**config.mk**
```make
export PLATFORM = sky130hd
export DESIGN_NAME = alu_mul_sequencer
export DESIGN_NICKNAME = d
export VERILOG_FILES = /design/src/rtl/alu_mul_sequencer.sv
export SDC_FILE = /design/constraint.sdc
export NUM_CORES = 1
export LEC_CHECK = 0
export ABC_AREA = 0
export CELL_PAD_IN_SITES_DETAIL_PLACEMENT = 1
export CELL_PAD_IN_SITES_GLOBAL_PLACEMENT = 2
export CORE_MARGIN = 10
export CORE_UTILIZATION = 29
export DETAILED_ROUTE_END_ITERATION = 12
export GPL_ROUTABILITY_DRIVEN = 0
export PLACE_DENSITY = 0.9
export RECOVER_POWER = 50
export SLEW_MARGIN = 20
export SYNTH_ARGS = -nofsm -noshare
export SYNTH_HDL_FRONTEND = slang
export SYNTH_SLANG_ARGS = --single-unit
```
**constraint.sdc**
```tcl
create_clock -name clock -period 5.7 [get_ports clock]
set_input_delay 0.57 -clock clock [delete_from_list [all_inputs] [get_ports clock]]
set_output_delay 0.57 -clock clock [all_outputs]
set_load 0.005 [all_outputs]
```
**src/rtl/alu_mul_sequencer.sv**
```systemverilog
// Shift-add multiplier controller that drives a shared external LEGv8 ALU.
// It produces the low N bits of op_a*op_b and a sticky overflow flag.
module alu_mul_sequencer #(
  parameter int unsigned N          = 64,
  parameter bit          EARLY_EXIT = 1'b1
) (
  input  logic         clock,
  input  logic         reset_n,
  input  logic         start,
  input  logic [N-1:0] op_a,
  input  logic [N-1:0] op_b,
  output logic [N-1:0] alu_A,
  output logic [N-1:0] alu_B,
  output logic [4:0]   alu_FS,
  output logic         alu_C0,
  input  logic [N-1:0] alu_F,
  input  logic [3:0]   alu_status,
  output logic         busy,
  output logic         done,
  output logic [N-1:0] result,
  output logic         ovf
);

  typedef enum logic [1:0] {S_IDLE, S_ADD, S_SHL, S_DONE} state_t;

  localparam logic [4:0] FS_ADD = 5'b01000;
  localparam logic [4:0] FS_SHL = 5'b10000;

  state_t       state_q, state_d;
  logic [N-1:0] p_q, p_d;
  logic [N-1:0] m_q, m_d;
  logic [N-1:0] q_q, q_d;
  logic [6:0]   cnt_q, cnt_d;
  logic [N-1:0] result_q, result_d;
  logic         ovf_q, ovf_d;
  logic         busy_q, busy_d;
  logic         done_q, done_d;

  logic q_zero;
  logic skip_add;

  assign q_zero   = (q_q == '0);
  assign skip_add = EARLY_EXIT && q_zero;

  // The ALU is combinational, so its operands follow the current state and
  // its result is captured at the end of the same cycle.
  always_comb begin
    alu_A  = '0;
    alu_B  = '0;
    alu_FS = '0;
    unique case (state_q)
      S_ADD: begin
        if (!skip_add && q_q[0]) begin
          alu_A  = p_q;
          alu_B  = m_q;
          alu_FS = FS_ADD;
        end
      end
      S_SHL: begin
        alu_A  = m_q;
        alu_B  = N'(1);
        alu_FS = FS_SHL;
      end
      default: ;
    endcase
  end

  assign alu_C0 = 1'b0;

  always_comb begin
    state_d  = state_q;
    p_d      = p_q;
    m_d      = m_q;
    q_d      = q_q;
    cnt_d    = cnt_q;
    result_d = result_q;
    ovf_d    = ovf_q;
    unique case (state_q)
      S_IDLE: begin
        if (start) begin
          p_d     = '0;
          m_d     = op_a;
          q_d     = op_b;
          cnt_d   = '0;
          ovf_d   = 1'b0;
          state_d = S_ADD;
        end
      end
      S_ADD: begin
        if (skip_add) begin
          state_d = S_DONE;
        end else begin
          if (q_q[0]) begin
            p_d   = alu_F;
            ovf_d = ovf_q | alu_status[2];
          end
          state_d = S_SHL;
        end
      end
      S_SHL: begin
        m_d = alu_F;
        // A set MSB shifted out while multiplier bits remain means lost product bits.
        if (m_q[N-1] && ((q_q >> 1) != '0)) ovf_d = 1'b1;
        q_d     = q_q >> 1;
        cnt_d   = cnt_q + 7'd1;
        state_d = (cnt_q == 7'(N - 1)) ? S_DONE : S_ADD;
      end
      S_DONE: begin
        result_d = p_q;
        state_d  = S_IDLE;
      end
      default: state_d = S_IDLE;
    endcase
    busy_d = (state_d != S_IDLE);
    done_d = (state_d == S_DONE);
  end

  always_ff @(posedge clock or negedge reset_n) begin
    if (!reset_n) begin
      state_q  <= S_IDLE;
      p_q      <= '0;
      m_q      <= '0;
      q_q      <= '0;
      cnt_q    <= '0;
      result_q <= '0;
      ovf_q    <= 1'b0;
      busy_q   <= 1'b0;
      done_q   <= 1'b0;
    end else begin
      state_q  <= state_d;
      p_q      <= p_d;
      m_q      <= m_d;
      q_q      <= q_d;
      cnt_q    <= cnt_d;
      result_q <= result_d;
      ovf_q    <= ovf_d;
      busy_q   <= busy_d;
      done_q   <= done_d;
    end
  end

  assign busy   = busy_q;
  assign done   = done_q;
  assign result = result_q;
  assign ovf    = ovf_q;

endmodule

```
==> results of run 1 <==
-- layout make-up --
class | instances | area (um^2) | share of cell area (%)
well taps | 585 | 732.0 | 4.061
inverters | 5 | 18.77 | 0.1041
repair buffers | 403 | 4053 | 22.49
diodes | 1 | 2.502 | 0.01388
clock buffers | 45 | 908.4 | 5.040
multi-input cells | 856 | 5461 | 30.30
flip-flops and latches | 268 | 6706 | 37.21
clock inverters | 12 | 141.4 | 0.7845
-- worst reg2reg max path: cells and delay by family, from the launching register on --
family     cells  cell delay (ps)
fa+ha+maj      1             2630
mux            1              570
flops          1              440
-- routing by layer --
layer	global-route usage [%]	vias to the layer above	share of wire, %
li1	-	4911	-
met2	29.55	290	49
met3	4.058	48	6.5
met5	0	-	0.074
met1	20.86	5288	42
met4	3.437	4	1.6
-- final timing paths --
| kind | cells past startpoint | startpoint | end |
|---|---|---|---|
| setup / recovery | 6 | state_q[0] | alu_A[15] |
| min in group asynchronous | 2 | reset_n | q_q[11] |
| setup reg to reg | 2 | state_q[1] | result[18] |
| hold reg to reg | 2 | m_q[32] | m_q[32] |
| max in group asynchronous | 3 | reset_n | result[21] |
| hold / removal | 2 | m_q[32] | m_q[32] |
-- through the flow --
step                      std cells  hold WS (ps)  utilization (%)  total power (uW)
after global placement         2116         478.5            39.43              7739
after CTS                      2174         501.7            41.89             10050
final                          2175         498.0            41.84              9810
after global routing           2175         511.3            41.84             10560
after detailed placement       2116         488.6            39.43              7964
after floorplan                1226         274.4                -              5934
-- placed cells by master (no fill, tap or decap), types with 3 or more instances in the layout --
cell             count
nor4_1              14
o21ai_0            199
conb_1               4
dfrtp_1            268
inv_1                4
buf_12               4
clkdlybuf4s50_1    333
nand3_1              5
clkbuf_16           31
mux2i_1            128
mux2_2              65
buf_4                6
ha_1                 4
clkbuf_8             8
nor2_1               6
nand4_1              3
a22o_1              65
dlygate4sd3_1       59
and2_1              63
clkinv_2             7
bufinv_16            3
nor3_1               5
clkbuf_1             7
a21oi_1              7
nand2_1            267
-- logic make-up after synthesis --
family / Yosys count / share of synthesized area, %
AND/OR/NAND/NOR: 374 / 13.19
adder cells (fa/ha/maj): 6 / 0.5945
flip-flops: 268 / 53.11
buffers and inverters: 102 / 3.954
AO/OA/AOI/OAI: 279 / 13.18
other: 1 / 0.02970
multiplexers: 193 / 15.94
-- registers in the layout (all words and copies together), names as in the netlist --
name and cells:
busy 1, cnt_q 7, done 1, m_q 64, ovf 1, p_q 64, q_q 64, result 64
state_q 2
-- where the power goes --
| group | total, uW | switching (uW) | internal [uW] |
|---|---|---|---|
| logic | 4250 | 2340 | 1910 |
| registers | 3520 | 689 | 2840 |
| clock network | 2040 | 802 | 1230 |
==> run metrics, run 1 <==
post-synthesis cell type count=37; Rows=76; Crit path max-delay family=buffers and inverters; Core Area=about 43000 um^2; DRT Pass-1 Iters=4; setup violation total in the final timing report=0; DP Area=16990 um^2; CTS tree=done; Critical Path RT=approximately 5000 ps; status=finished with violations; Inserted Clock Buffers=31; pre-CTS WS=1943 ps; largest net degree at the start of global routing=141; commonest cells in the netlist=268 x dfrtp_1, 267 x nand2_1, 199 x o21ai_0, 128 x mux2i_1; IO buf count=about 390; final net count=1770; share of cells above drive strength 1=8.559%; crit path time final=4301 ps; Die Area=52290 um^2; cts repair resizes=0; Worst EP arrival=3730 ps; # Post-CTS Setup Buffers=0; Cell Area, Synth=12630 um^2; CP Class=reg -> out; Clock Root Buffer=clkbuf_16; crit share post-route=roughly 75%; final hold vios=0; Synth Flop Type=dfrtp_1; synth top area cells=dfrtp_1 53%, mux2i_1 10%, nand2_1 7.9%, o21ai_0 7.9%, mux2_2 5.8%; final setup margin=1399 ps; Worst Path Buf+Inv=3; synth warn=0; vias=10540; first-pass GRT wire length=a little over 70000 um; # fillers=between 4000 and 5000; max-cap violations=2; min-delay worst type=reg -> reg; Final ANT Viol Nets=0; vias per cell=4.846; CP peak stage delay=810 ps; DRC=0; vias in the first global route=11330; Peak VDD IR=0.4852 mV; R2R setup slack=1940 ps; largest area contributor in the synthesized netlist=dfrtp_1; fin area=~18000 um^2; DRT iter0 DRCs=582; # clock sinks=268; Avg Inst Size Synth=10.32 um^2; gr ovfl total=0; Post-synth EDFFs=0; Max-slew headroom=-143.9%; H-tree depth=1; worst slew pin tran=3659 ps; GRT Util Overall=16.94%; Synth Instances=1223; CP startpoint kind=flip-flop; ys async rst share=100.0%; Initial Util=29.31%; maximum net fanout on the critical path=86; failing checks=max-capacitance violations, max-slew violations; fmax=232.5 MHz; TNS Setup=0 ps; CP max-delay cell=and3_4; routed len/inst=21.11 um; maximum clock path buffer count=3; register bit total from synthesis=268; Layout area overhead=42.74%; CP cell instances=inv_1 > ha_1 > and3_4 > buf_4 > a22o_1 > clkdlybuf4s50_1; top cell type's share of synthesized area=53.11%; RSZ-0062 raised after global routing=no; chip width=around 230 um; Lkg Pwr=around 0.0077 uW; Clk Latency, worst-skew pair=560 ps; die height=about 230 um; count leader, synth=dfrtp_1; HPWL after DPL=between 30000 and 40000 um; post-synthesis sequential area ratio=between 50% and 60%; P per Cell Area=544.3 nW/um^2; Layout Skew=13.23 ps; Max Slew Vio Count=roughly 130; CTS clk-pin slew, worst paths=60 ps; initial antenna violation count=3; CP Capture Type=output port; hold buffer count at CTS=1; final WL=45910 um; # IOs=400
No activity file was read; power rests on OpenSTA's default activity.
==> run 2, diff against run 1 <==
CORE_UTILIZATION = 26   (was 29)
PLACE_DENSITY = 0.86   (was 0.9)
clock period = 3.9 ns   (was 5.7 ns; I/O delays follow)
==> run 2 against run 1 <==
  * The flow still finishes with violations (max-capacitance violations, max-slew violations)
  * Die area grew 11%
  * Final cell count grew 2.3%
  * Utilization shrank 3.7 points
  * Register-to-register slack lost 1300 ps
  * Worst hold slack lost 42 ps
  * Critical path type unchanged
  * Critical endpoint is now alu_A[22]
==> run metrics, run 2 (same netlist as run 1, synthesis figures left out) <==
CTS tree=done; vias in the first global route=11360 (+0.29%); initial antenna violation count=8 (+5); DRT Pass-1 Iters=4 (unchanged); Layout area overhead=44.61%; GRT Util Overall=15.97% (-0.97 points); hold_ws=456.4 ps (-41.63 ps); most common cell after layout, fill and taps aside=clkdlybuf4s50_1; Max Slew Vio Count=147 (+15%); IO buf count=392 (unchanged); failing checks=max-capacitance violations, max-slew violations; final WL=47330 um (+3.1%); R2R depth=3 (+1); Final ANT Viol Nets=0 (unchanged); routed len/inst=21.26 um (+0.74%); fin area=18260 um^2 (+1.3%); vias=10470 (-0.65%); Initial Util=26.39% (-2.9 points); # IOs=400 (unchanged); min-delay worst type=in -> reg; Lkg Pwr=0.007778 uW (+1.4%); TNS Setup=0 ps (unchanged); crit path time final=3546 ps; hold depth=3 (+1); Layout Skew=21.94 ps (+8.717 ps); crit share post-route=90.93%; Clock Root Buffer=clkbuf_16; CTS clk-pin slew, worst paths=60 ps (about the same); # Post-CTS Setup Buffers=0 (unchanged); cts repair resizes=0 (unchanged); Inserted Clock Buffers=34 (+9.7%); die height=240.4 um (+5.1%); # fillers=5385 (+13%); most frequent cells in the layout=329 x clkdlybuf4s50_1, 268 x dfrtp_1, 267 x nand2_1, 199 x o21ai_0, 128 x mux2i_1; RSZ-0062 raised after global routing=no; final hold vios=0 (unchanged); worst slew pin tran=2905 ps (-754.3 ps); Worst EP arrival=3160 ps (-570 ps); first-pass GRT wire length=71770 um (+1.3%); HPWL after DPL=33350 um (+2.7%); Die Area=57780 um^2 (+11%); CP Class=reg -> out; H-tree depth=2 (+1); fmax=282.0 MHz; Clk Latency, worst-skew pair=530 ps (-30 ps); DRT iter0 DRCs=526 (-9.6%); gr ovfl total=0 (unchanged); chip width=240.4 um (+5.1%); max-cap violations=2 (unchanged); Core Area=47850 um^2 (+11%); maximum net fanout on the critical path=50 (-42%); hold buffer count at CTS=1 (unchanged); Rows=80 (+5.3%); final net count=1785 (+0.85%); largest net degree at the start of global routing=134 (-5.0%); CP startpoint kind=flip-flop; P per Cell Area=800.8 nW/um^2 (+47%); setup violation total in the final timing report=0 (unchanged); Peak VDD IR=0.5682 mV (+17%); Layout Utilization=38.16% (-3.7 points); maximum clock path buffer count=3 (unchanged); Max-slew headroom=-93.64% (+50 points); DRC=0 (unchanged); # clock sinks=268 (unchanged); status=finished with violations; share of cells above drive strength 1=9.283% (+0.72 points); DP Area=17190 um^2 (+1.2%); Critical Path RT=3510 ps (-1620 ps); vias per cell=4.704 (-2.9%); CP Capture Type=output port
run 2: cell types whose count changed in the layout (fill, tap and decap cells not counted), sizes merged:
cell	change
buf	+9
clkbuf	+9
diode	+5
clkdlybuf4s50	-4
dlygate4sd3	+4
bufinv	-2
run 2: metal layers:
metal	track usage (%)	part of all wire, %	vias to the layer above
met1	18.90	42	5201
met4	4.793	2.2	4
li1	-	-	4955
met5	0	0.055	-
met3	4.534	6.0	56
met2	27.55	50	256
run 2: where the power goes:
part	internal, uW	switching [uW]
clock	1830	1240
sequential	4140	977
combinational	2930	3500
total	8900	5720
run 2: critical path, cell delays in order (launching register included):
cell and delay, ps:
dfrtp_1 440, inv_1 150, ha_1 370, and3_4 570
buf_12 290, a22o_1 220, clkdlybuf4s50_1 520
run 2: final timing paths:
kind                             from          to  slack, ps
setup / recovery           state_q[0]   alu_A[22]        350
hold / removal              alu_F[59]     p_q[59]        460
setup reg to reg           state_q[0]  result[13]        680
hold reg to reg               m_q[52]     m_q[52]        500
max in group asynchronous     reset_n  result[11]        650
min in group asynchronous     reset_n     q_q[14]       1310
run 2: per-stage QoR:
stage               std cells  power [uW]  setup slack, ps
floorplan                1226        8673             1884
global placement         2158       11550            874.8
detailed placement       2158       11870            804.8
CTS                      2220       15040            217.8
global route             2225       15790            68.36
finish                   2226       14620            353.9
run 2: final cells by class:
| class | count | area (um^2) | area share (%) |
|---|---|---|---|
| timing repair buffer | 415 | 4202 | 23.01 |
| multi-input combinational | 856 | 5472 | 29.96 |
| inverter | 5 | 18.77 | 0.1028 |
| clock inverter | 10 | 81.33 | 0.4454 |
| antenna | 6 | 15.01 | 0.08223 |
| clock buffer | 51 | 996.0 | 5.454 |
| sequential | 268 | 6706 | 36.73 |
| tap | 615 | 769.5 | 4.214 |
==> run 3, diff against run 2 <==
CORE_UTILIZATION = 28   (was 26)
PLACE_DENSITY = 0.87   (was 0.86)
clock period = 3.7 ns   (was 3.9 ns; I/O delays follow)
==> run 3 against run 2 <==
  * The run still ends with max-capacitance violations, max-slew violations left
  * Flip-flop and latch count stayed put
  * Highest routed layer unchanged
  * Critical path depth stayed put
  * First-iteration DRC count is 10% higher
  * Global-route usage is 0.84 points higher
  * Register-to-register slack better by 130 ps
==> run metrics, run 3 (same netlist as run 1, synthesis figures left out) <==
failing checks=max-capacitance violations, max-slew violations; Peak VDD IR=0.6348 mV (+12%); Top Metal Used=met5; Critical Path RT=3330 ps (-180 ps); HPWL after DPL=32970 um (-1.1%); setup violation total in the final timing report=0 (unchanged); hold_ws=427.6 ps (-28.85 ps); Multi-input gate area=5473 um^2 (about the same); metal3 WL=3108 um (+8.7%); crit path time final=between 3000 and 4000 ps; Lkg Pwr=0.007776 uW (about the same); CP Capture Type=output port; min-delay worst type=in -> reg; vias per cell=4.797 (+2.0%); worst slew pin tran=2330 ps (-574.5 ps); GRT Util Overall=16.81% (+0.84 points); Initial Util=28.43% (+2.0 points); vias in the first global route=11500 (+1.2%); status=finished with violations; met2 wire length=22730 um (-3.4%); # Post-CTS Setup Buffers=0 (unchanged); Max Slew Vio Count=85 (-42%); crit share post-route=93.13%; CTS tree=done; most frequent cells in the layout=327 x clkdlybuf4s50_1, 268 x dfrtp_1, 267 x nand2_1, 199 x o21ai_0, 128 x mux2i_1; P per Cell Area=842.5 nW/um^2 (+5.2%); DRT iter0 DRCs=581 (+10%); # clock sinks=268 (unchanged); RSZ-0062 raised after global routing=no; largest net degree at the start of global routing=168 (+25%); Core Area=44410 um^2 (-7.2%); max-cap violations=1 (-1); # IOs=400 (unchanged); DRT Pass-1 Iters=4 (unchanged); Layout Skew=26.94 ps (+4.994 ps); CP Class=reg -> out; chip width=232.4 um (-3.3%); Die Area=53990 um^2 (-6.6%); Layout area overhead=44.34%; most common cell after layout, fill and taps aside=clkdlybuf4s50_1; Clk Latency, worst-skew pair=550 ps (+20 ps); Max-slew headroom=-55.34% (+38 points); die height=232.4 um (-3.3%); final hold vios=0 (unchanged); Inserted Clock Buffers=35 (+2.9%); IO buf count=392 (unchanged); met1 wire length=19640 um (-1.3%); Rows=77 (-3.8%); Clock Root Buffer=clkbuf_16; CTS clk-pin slew, worst paths=50 ps (about the same); Worst EP arrival=3080 ps (-80 ps); H-tree depth=2 (unchanged); gr ovfl total=0 (unchanged); DRC=0 (unchanged); fmax=about 290 MHz; vias=10520 (+0.42%); FF/Latch Area=6706 um^2 (unchanged); routed len/inst=21.32 um (+0.25%); maximum net fanout on the critical path=65 (+30%); initial antenna violation count=7 (-1); TNS Setup=0 ps (unchanged); final net count=1780 (-0.28%); share of cells above drive strength 1=9.074% (-0.21 points); first-pass GRT wire length=71010 um (-1.1%); CP startpoint kind=flip-flop; Final ANT Viol Nets=0 (unchanged); maximum clock path buffer count=3 (unchanged); final WL=46730 um (-1.3%); # fillers=4928 (-8.5%)
## run 3: cell types whose count changed in the layout (fill, tap and decap cells not counted), moves of 2 or more
| cell | change |
|---|---|
| buf_4 | -7 |
| dlygate4sd3_1 | +2 |
| clkbuf_1 | -3 |
| diode_2 | -4 |
| clkbuf_8 | +2 |
| clkdlybuf4s50_1 | -2 |
## run 3: critical path: stages (launching register included)
cell and delay (ps):
dfrtp_1 440, inv_1 150, ha_1 380, and3_4 450, buf_12 310, a22o_1 220
clkdlybuf4s50_1 560
## run 3: power by group
group	total (uW)	leakage [uW]	switching [uW]	internal [uW]
sequential	5390	0.00345	1020	4370
clock	3330	0.000557	1320	2010
combinational	6630	0.00377	3650	2980
total	15400	0.00778	5990	9360
## run 3: final cells by class
class / count / area share [%]
flip-flops and latches: 268 / 36.80
clock buffers: 50 / 5.670
repair buffers: 409 / 22.81
multi-input cells: 856 / 30.03
diodes: 2 / 0.02746
inverters: 5 / 0.1030
clock inverters: 10 / 0.5080
well taps: 592 / 4.064
## run 3: timing repair
action,CTS,global route
endpoints found under the hold margin,82,0
gates resized for setup,1,1
setup endpoints to repair,17,1
hold buffers,1,0
gates cloned,0,0
## run 3: stage by stage
stage	instances	util [%]	worst slack (ps)	power, uW	cell area (um^2)
2_1_floorplan	1226	-	1704	9142	12640
3_3_place_gp	2129	38.53	547.6	12070	17110
3_5_place_dp	2129	38.53	510.9	12390	17110
4_1_cts	2190	41.09	138.1	15820	18250
5_1_grt	2192	41.04	81.00	16570	18230
6_report	2192	41.04	254.2	15360	18230
## run 3: final timing paths
| path | end | startpoint | slack (ps) | cells past startpoint |
|---|---|---|---|---|
| max reg2reg | done | state_q[0] | 810 | 7 |
| min reg2reg | result[57] | result[57] | 500 | 1 |
| max | alu_A[22] | state_q[0] | 250 | 6 |
| max in group asynchronous | m_q[28] | reset_n | 780 | 3 |
| min | p_q[32] | alu_F[32] | 430 | 3 |
| min in group asynchronous | q_q[29] | reset_n | 1090 | 2 |
## run 3: layer usage
layer | up-vias | global-route usage [%]
li1 | 4940 | -
met1 | 5211 | 20.33
met2 | 283 | 28.16
met3 | 74 | 5.009
met4 | 8 | 5.269
met5 | - | 0
